===== config.mk =====
export PLATFORM = sky130hd
export DESIGN_NAME = fp_status_gen
export DESIGN_NICKNAME = d
export VERILOG_FILES = /design/src/rtl/fp_status_pkg.sv /design/src/rtl/fp_status_classify.sv /design/src/rtl/fp_status_gen.sv
export SDC_FILE = /design/constraint.sdc
export NUM_CORES = 1
export LEC_CHECK = 0
export ABC_AREA = 1
export CAP_MARGIN = 25
export CORE_MARGIN = 2
export CORE_UTILIZATION = 43
export DETAILED_ROUTE_END_ITERATION = 7
export HOLD_SLACK_MARGIN = 0.12
export MAX_ROUTING_LAYER = met4
export PLACE_DENSITY = 0.78
export SLEW_MARGIN = 20
export SYNTH_ARGS = -nofsm -noshare
export SYNTH_HDL_FRONTEND = slang
export SYNTH_SLANG_ARGS = --single-unit
export TNS_END_PERCENT = 20

===== constraint.sdc =====
create_clock -name clk -period 1.86 [get_ports clk]
set_clock_uncertainty 0.2 [all_clocks]
set_input_delay 0.279 -clock clk [delete_from_list [all_inputs] [get_ports clk]]
set_output_delay 0.279 -clock clk [all_outputs]
set_load 0.01 [all_outputs]

===== src/rtl/fp_status_pkg.sv =====
// Shared types and constants for the FP multiplier status-flag generator.
package fp_status_pkg;

    typedef enum logic [1:0] {
        NORMAL = 2'd0,
        ZERO   = 2'd1,
        INF    = 2'd2,
        NAN    = 2'd3
    } fp_class_e;

    localparam int ZERO_B    = 0;
    localparam int INF_B     = 1;
    localparam int NAN_B     = 2;
    localparam int TINY_B    = 3;
    localparam int HUGE_B    = 4;
    localparam int INEXACT_B = 5;

    localparam int EXP_W   = 10;
    localparam int EXP_MAX = 255;

endpackage


===== src/rtl/fp_status_classify.sv =====
// Combinational priority decode from operand classes and rounding info
// to the status byte {2'b0, inexact, huge, tiny, nan, inf, zero}.
module fp_status_classify
    import fp_status_pkg::*;
(
    input  logic [1:0]       a_class,
    input  logic [1:0]       b_class,
    input  logic [EXP_W-1:0] exp_sum,
    input  logic             round_lost,
    input  logic             round_carry,
    output logic [7:0]       status
);

    fp_class_e a_c;
    fp_class_e b_c;
    logic signed [EXP_W:0] e;
    logic a_zero, b_zero, a_inf, b_inf, a_nan, b_nan;

    assign a_c = fp_class_e'(a_class);
    assign b_c = fp_class_e'(b_class);

    assign a_zero = (a_c == ZERO);
    assign b_zero = (b_c == ZERO);
    assign a_inf  = (a_c == INF);
    assign b_inf  = (b_c == INF);
    assign a_nan  = (a_c == NAN);
    assign b_nan  = (b_c == NAN);

    // One extra bit keeps exp_sum + carry from wrapping at the top of range.
    assign e = $signed({exp_sum[EXP_W-1], exp_sum}) + $signed({{EXP_W{1'b0}}, round_carry});

    always_comb begin
        status = 8'h00;
        if (a_nan || b_nan || (a_zero && b_inf) || (a_inf && b_zero)) begin
            status[NAN_B] = 1'b1;
        end else if (a_inf || b_inf) begin
            status[INF_B] = 1'b1;
        end else if (a_zero || b_zero) begin
            status[ZERO_B] = 1'b1;
        end else if (e >= (EXP_W+1)'(EXP_MAX)) begin
            status[HUGE_B]    = 1'b1;
            status[INF_B]     = 1'b1;
            status[INEXACT_B] = 1'b1;
        end else if (e <= 11'sd0) begin
            status[TINY_B]    = 1'b1;
            status[ZERO_B]    = 1'b1;
            status[INEXACT_B] = 1'b1;
        end else begin
            status[INEXACT_B] = round_lost;
        end
    end

endmodule


===== src/rtl/fp_status_gen.sv =====
// Two-stage valid/ready status-flag pipeline with optional sticky accumulator.
// Define FP_STATUS_STICKY_EN to build the sticky register.
module fp_status_gen
    import fp_status_pkg::*;
(
    input  logic             clk,
    input  logic             rst_n,
    input  logic             in_valid,
    output logic             in_ready,
    input  logic [1:0]       a_class,
    input  logic [1:0]       b_class,
    input  logic [EXP_W-1:0] exp_sum,
    input  logic             round_lost,
    input  logic             round_carry,
    output logic [7:0]       status,
    output logic             out_valid,
    input  logic             out_ready,
    output logic [7:0]       sticky_status,
    input  logic             sticky_clr
);

    logic [7:0] cls_status;
    logic [7:0] s1_status;
    logic       s1_valid;
    logic       s2_load;
    logic       in_fire;

    fp_status_classify u_classify (
        .a_class     (a_class),
        .b_class     (b_class),
        .exp_sum     (exp_sum),
        .round_lost  (round_lost),
        .round_carry (round_carry),
        .status      (cls_status)
    );

    assign s2_load  = !out_valid || out_ready;
    assign in_ready = !s1_valid || s2_load;
    assign in_fire  = in_valid && in_ready;

    always_ff @(posedge clk or negedge rst_n) begin
        if (!rst_n) begin
            s1_valid  <= 1'b0;
            s1_status <= 8'h00;
        end else if (in_ready) begin
            s1_valid <= in_valid;
            if (in_fire) begin
                s1_status <= cls_status;
            end
        end
    end

    always_ff @(posedge clk or negedge rst_n) begin
        if (!rst_n) begin
            out_valid <= 1'b0;
            status    <= 8'h00;
        end else if (s2_load) begin
            out_valid <= s1_valid;
            if (s1_valid) begin
                status <= s1_status;
            end
        end
    end

`ifdef FP_STATUS_STICKY_EN
    logic out_fire;
    assign out_fire = out_valid && out_ready;

    // A clear in the same cycle as a handshake keeps only the new beat's flags.
    always_ff @(posedge clk or negedge rst_n) begin
        if (!rst_n) begin
            sticky_status <= 8'h00;
        end else if (out_fire) begin
            sticky_status <= (sticky_clr ? 8'h00 : sticky_status) | status;
        end else if (sticky_clr) begin
            sticky_status <= 8'h00;
        end
    end
`else
    logic unused_sticky_clr;
    assign unused_sticky_clr = sticky_clr;
    assign sticky_status     = 8'h00;
`endif

endmodule


==> impl_metrics.tcl <==
set metrics [dict create \
    core_area_mm2 0.00223 \
    fin_ws_ns 0.153 \
    placement_row_count 17 \
    yosys_warnings 0 \
    synthDominantCellAreaShare_pct 34.1 \
    ir_worst_vdd_mv 0.360 \
    synth.cell_area_mm2 0.00103 \
    max-clock-path-buffers 2 \
    critPathRequiredTime_ns 1.88 \
    top_level_ports 39 \
    detail-route-antenna-nets 0 \
    grt_overflow_total 0 \
    area_delta_synth_final_pct 42.9 \
    outcome "finished clean" \
    max-cap-violations 0 \
    setup_violations 0 \
    rsz0062_at_grt "no" \
    cts_root_buf "clkbuf_4" \
    route.detailed.vias_per_inst 4.82 \
    cts.clk_slew.worst_paths_ns 0.07 \
    startpoint_type "primary input" \
    timing.critical_path.fanout_max 5 \
    final-hold-violation-count 0 \
    gr-usage-all-layers_pct 18.3 \
    maxSlewViolCount 0 \
    cts.sinks 14 \
    effective_utilization_at_floorplan_pct 46.0 \
    cts_htree_levels 1 \
    via_count 1042 \
    fin_area_mm2 0.00147 \
    initial_antenna_violation_count 0 \
    finish.utilization_pct 65.7 \
    dr.first_iter.drc_count 16 \
    power-per-cell-area_mw_per_mm2 563 \
    post_synth_inst_count 147 \
    finalNetCount 213 \
    worst-setup-path-type "primary input to flop" \
    cts-buffers-inserted 3 \
    dieWidth_um 52.9 \
    fp.dieArea_mm2 0.00280 \
    via_count_of_the_first_global_routing_pass 903 \
    post_detailed_route_drc_marker_count 0 \
    place_worst_setup_slack_ns -0.464 \
    synth_sequential_area_ratio_pct 34.1 \
    timing.fmax_mhz 586 \
    synth_largest_area_cell "dfrtp_1" \
    nFillCells 196 \
    final_min_period_over_clock_period_pct 91.8 \
    place.gp.congestion 0.895 \
    buffer_ports.inserted 27 \
    multi_input_area_um2 617 \
    placed_cells 211 \
    final_layout_size_suffix_gt1_share_pct 19.1 \
    synth.top_cells.by_area "dfrtp_1 (34%), nand2_1 (20%), buf_4 (7.3%)" \
    routed_wl_um 2260 \
    timing.critical_path.arrival_ns 1.73 \
    grt_max_degree 15 \
    hpwlAfterDp_um 1770 \
    num_antenna_cells 0 \
    leakagePower_nw 0.777 \
    sequential_cell_area_um2 350 \
    syn-mean-instance-area_um2 6.99 \
    setup.worst_path.end_class "flop" \
    die_h_um 52.9 \
    layout_min_cycle_time_ns 1.71 \
    grt_pass1_wl_um 3670 \
    tritoncts_clock_tree "done" \
    clkLatencyLatePin_ns 0.28 \
    post_synth_num_cell_types 23 \
    synth_seq_cells 14 \
    timing.hold.worst.class "flop to flop" \
    final_cells 216 \
    wl_per_cell_um 10.5 \
    drt_pre_antenna_iters 4 \
    postPlaceCellArea_mm2 0.00137 \
]
critical path, stage by stage:
cell and delay, ns:
clkdlybuf4s15_1 0.21, ha_4 0.16, ha_4 0.14, nand2_4 0.07
nor2_4 0.18, inv_1 0.06, nand2_1 0.08, nand2_1 0.06
nor2_2 0.13, nand3_1 0.09, nand2_1 0.08, nor2_1 0.05
nand2_1 0.05, nand2_1 0.04, nand2_1 0.06
per-stage QoR:
step / TNS [ns] / power (mW) / hold WS (ns)
after floorplan: 0 / 0.516 / -0.217
after global placement: -1.94 / 0.648 / 0.267
after detailed placement: -2.25 / 0.657 / 0.269
after CTS: 0 / 0.829 / 0.289
after global routing: 0 / 0.883 / 0.310
final: 0 / 0.826 / 0.283
kinds of logic (layout without fill, tap and decap cells):
kind of cell | Yosys count | in the layout | synth area share [%]
multiplexers | 5 | 5 | 5.48
adder cells (fa/ha/maj) | 2 | 2 | 2.44
AND/OR/NAND/NOR | 87 | 87 | 38.0
AO/OA/AOI/OAI | 8 | 8 | 4.99
other | 1 | 10 | 0.365
buffers and inverters | 30 | 62 | 14.6
flip-flops | 14 | 14 | 34.1
sequential cells by signal (all words and copies together), names as in the netlist:
| name | count |
|---|---|
| status | 6 |
| s1_valid | 1 |
| s1_status | 6 |
| out_valid | 1 |
routing by layer:
metal	GRT usage, %	wire, µm	vias up
met3	3.95	117	3
met4	8.55	33	0
met2	31.3	1130	30
met5	-	0	-
li1	-	-	527
met1	20.4	986	482
path summary, 6_finish.rpt:
kind                                   start           end  slack [ns]  cells after the start
worst max-delay path              exp_sum[0]  s1_status[5]        0.15                     15
worst min-delay path            s1_status[5]  s1_status[5]        0.28                      2
worst max register to register     out_valid  s1_status[1]        0.26                      8
worst min register to register  s1_status[5]  s1_status[5]        0.28                      2
max in group asynchronous              rst_n  s1_status[4]        0.65                      3
min in group asynchronous              rst_n  s1_status[1]        0.65                      3
cells in the mapped netlist, drive strengths merged:
library cell and number:
buf 10, o21ai 3, a22o 1, ha 2
a21oi 2, nor2 10, o21bai 1, nand4 4
mux2 5, o22ai 1, nand2 59, and2 1
conb 1, nor3 2, inv 20, dfrtp 14
nand3 11
cell type report:
type / instances / area share (%)
timing repair buffer: 39 / 25.1
multi-input combinational: 112 / 42.0
sequential: 14 / 23.9
inverter: 20 / 5.12
tap: 28 / 2.39
clock buffer: 3 / 1.53
repair_timing:
action | in CTS | in global routing
endpoints found under the hold margin | 14 | 0
resized for setup | 15 | 6
hold buffers | 1 | 0
pin swaps | 10 | 5
buffers inserted | 1 | 0
setup endpoints to repair | 6 | 3
where the power goes:
group | leakage [nW] | total, mW | switching [mW] | internal (mW)
combinational | 0.582 | 0.295 | 0.141 | 0.155
clock | 0.0138 | 0.164 | 0.0893 | 0.0752
sequential | 0.181 | 0.366 | 0.0205 | 0.345
total | 0.777 | 0.826 | 0.251 | 0.575
cell usage in the layout, fill, tap and decap left out:
cell type	instances
dlygate4sd3_1	1
dlygate4sd2_1	3
nand2_2	5
mux2_2	5
o21ai_1	1
ha_4	2
o22ai_1	1
nand3_1	8
nand3_4	1
clkdlybuf4s15_1	2
buf_6	1
nor2_2	2
nand3_2	2
nor3_1	2
nor2_4	2
nor2_1	6
nand2_1	53
o21ai_2	1
o21bai_1	1
nand2_4	1
conb_1	10
nand4_1	4
dlymetal6s2s_1	2
dfrtp_1	14
a21oi_2	1
clkbuf_4	3
inv_1	20
o21ai_0	1
a21oi_1	1
buf_4	10
clkdlybuf4s50_1	20
and2_1	1
a22o_1	1
Power figures use the tool's default switching activity.
==> RTL edit: new RTL, config.mk and constraints unchanged <==
Change the package constant `EXP_MAX` from 255 to 127.
--- a/src/rtl/fp_status_pkg.sv
+++ b/src/rtl/fp_status_pkg.sv
@@ -16,7 +16,7 @@
     localparam int INEXACT_B = 5;
 
     localparam int EXP_W   = 10;
-    localparam int EXP_MAX = 255;
+    localparam int EXP_MAX = 127;
 
 endpackage
 
Behaviour: not the same (a bounded check fails within 4 cycles, from zero or initial values and one cycle with rst_n low).
==> RTL edit against the unedited design <==
Synthesized area down 7.4%; cell area decreased by 3.6%; sequential cell count did not move; power about the same; hold slack lost 0.11 ns; routed wire length is 4.1% lower; worst setup slack worse by 0.048 ns; critical endpoint is now s1_status[1]; largest power group unchanged.
==> RTL edit: results (changes against the unedited design) <==
{| class="wikitable"
! Metric !! Value
|-
| Detailed-placement wirelength estimate || 1680 um (was 1770 um)
|-
| Post-layout total power || 0.000827 W (was 0.000826 W)
|-
| Worst slack at placement || -0.501 ns (was -0.464 ns)
|-
| Number of global-route vias before repair || 895 (was 903)
|-
| Critical Path Sink || s1_status[1] (was s1_status[5])
|-
| Fraction of area in registers || 24.8% (was 23.9%)
|-
| Resized Gates After CTS || 14 (was 15)
|-
| Top post-synthesis cells by count || 47 x sky130_fd_sc_hd__nand2_1, 20 x sky130_fd_sc_hd__inv_1, 14 x sky130_fd_sc_hd__dfrtp_1 (was 55 x sky130_fd_sc_hd__nand2_1, 20 x sky130_fd_sc_hd__inv_1, 14 x sky130_fd_sc_hd__dfrtp_1)
|-
| Vias per cell || 4.70 (was 4.82)
|-
| Reg2reg setup slack || 0.18 ns (was 0.26 ns)
|-
| Total wirelength of the detailed-routed design || 2170 um (was 2260 um)
|-
| Total routing usage reported by global routing || 18.1% (was 18.3%)
|-
| Final non-clock buffer share || 25.6% (was 25.1%)
|-
| Largest voltage drop on the vdd net || 0.323 mV (was 0.360 mV)
|-
| # fillers || 191 (was 196)
|-
| Mapped Avg Cell Area || 7.04 um2 (was 6.99 um2)
|-
| Leakage power figure || 0.736 nW (was 0.777 nW)
|-
| Highest fanout seen on the critical path || 3 (was 5)
|-
| Register area share after synthesis || 36.8% (was 34.1%)
|-
| Proportion of cell area spent on the clock network || 1.59% (was 1.53%)
|-
| Core Region || 2150 um2 (was 2230 um2)
|-
| Run status || finished clean (unchanged)
|-
| Fraction of area in multi-input gates || 40.3% (was 42.0%)
|-
| Routed met1 length || 813 um (was 986 um)
|-
| Largest stage delay, worst path || 0.45 ns (was 0.21 ns)
|-
| DR WL met3 || 110 um (was 117 um)
|-
| Share of final-layout standard cells stronger than drive strength 1 || 23.9% (was 19.1%)
|-
| Largest cells by area after synthesis || sky130_fd_sc_hd__dfrtp_1 37%, sky130_fd_sc_hd__nand2_1 19%, sky130_fd_sc_hd__buf_4 7.9%, sky130_fd_sc_hd__inv_1 7.9%, sky130_fd_sc_hd__nand3_1 4.7% (was sky130_fd_sc_hd__dfrtp_1 34%, sky130_fd_sc_hd__nand2_1 20%, sky130_fd_sc_hd__buf_4 7.3%, sky130_fd_sc_hd__inv_1 7.3%, sky130_fd_sc_hd__mux2_2 5.5%)
|-
| Slowest CP cell || sky130_fd_sc_hd__clkdlybuf4s50_1 (was sky130_fd_sc_hd__clkdlybuf4s15_1)
|-
| Data arrival at the endpoint of the critical path || 1.78 ns (was 1.73 ns)
|-
| # placed instances || 199 (was 211)
|-
| CTS H-tree depth || 1 (unchanged)
|-
| Total number of vias || 958 (was 1042)
|-
| Finished Core Util || 65.9% (was 65.7%)
|}
## RTL edit: changes by cell type after synthesis, moves of 2 or more
cell and change:
sky130_fd_sc_hd__nand2_2 -2, sky130_fd_sc_hd__nand2_1 -8, sky130_fd_sc_hd__o21ai_0 +2, sky130_fd_sc_hd__nand4_1 -3, sky130_fd_sc_hd__nor2_1 +2
## RTL edit: cells by family after synthesis
logic type               after synthesis  synth area share, %
adder cells (fa/ha/maj)                2                 2.63
AND/OR/NAND/NOR                       72                 32.4
buffers and inverters                 30                 15.8
AO/OA/AOI/OAI                         12                 7.24
other                                  1                0.394
flip-flops                            14                 36.8
multiplexers                           4                 4.74
## RTL edit: layer usage
| layer | vias to the layer above | global-route usage [%] |
|---|---|---|
| li1 | 490 | - |
| met1 | 428 | 15.8 |
| met2 | 35 | 36.8 |
| met3 | 5 | 2.34 |
| met4 | 0 | 9.46 |
| met5 | - | - |
## RTL edit: worst max-delay path: cells and delay by family
family        cells  cell delay, ns
buf+inv           4            0.76
simple gates      6            0.74
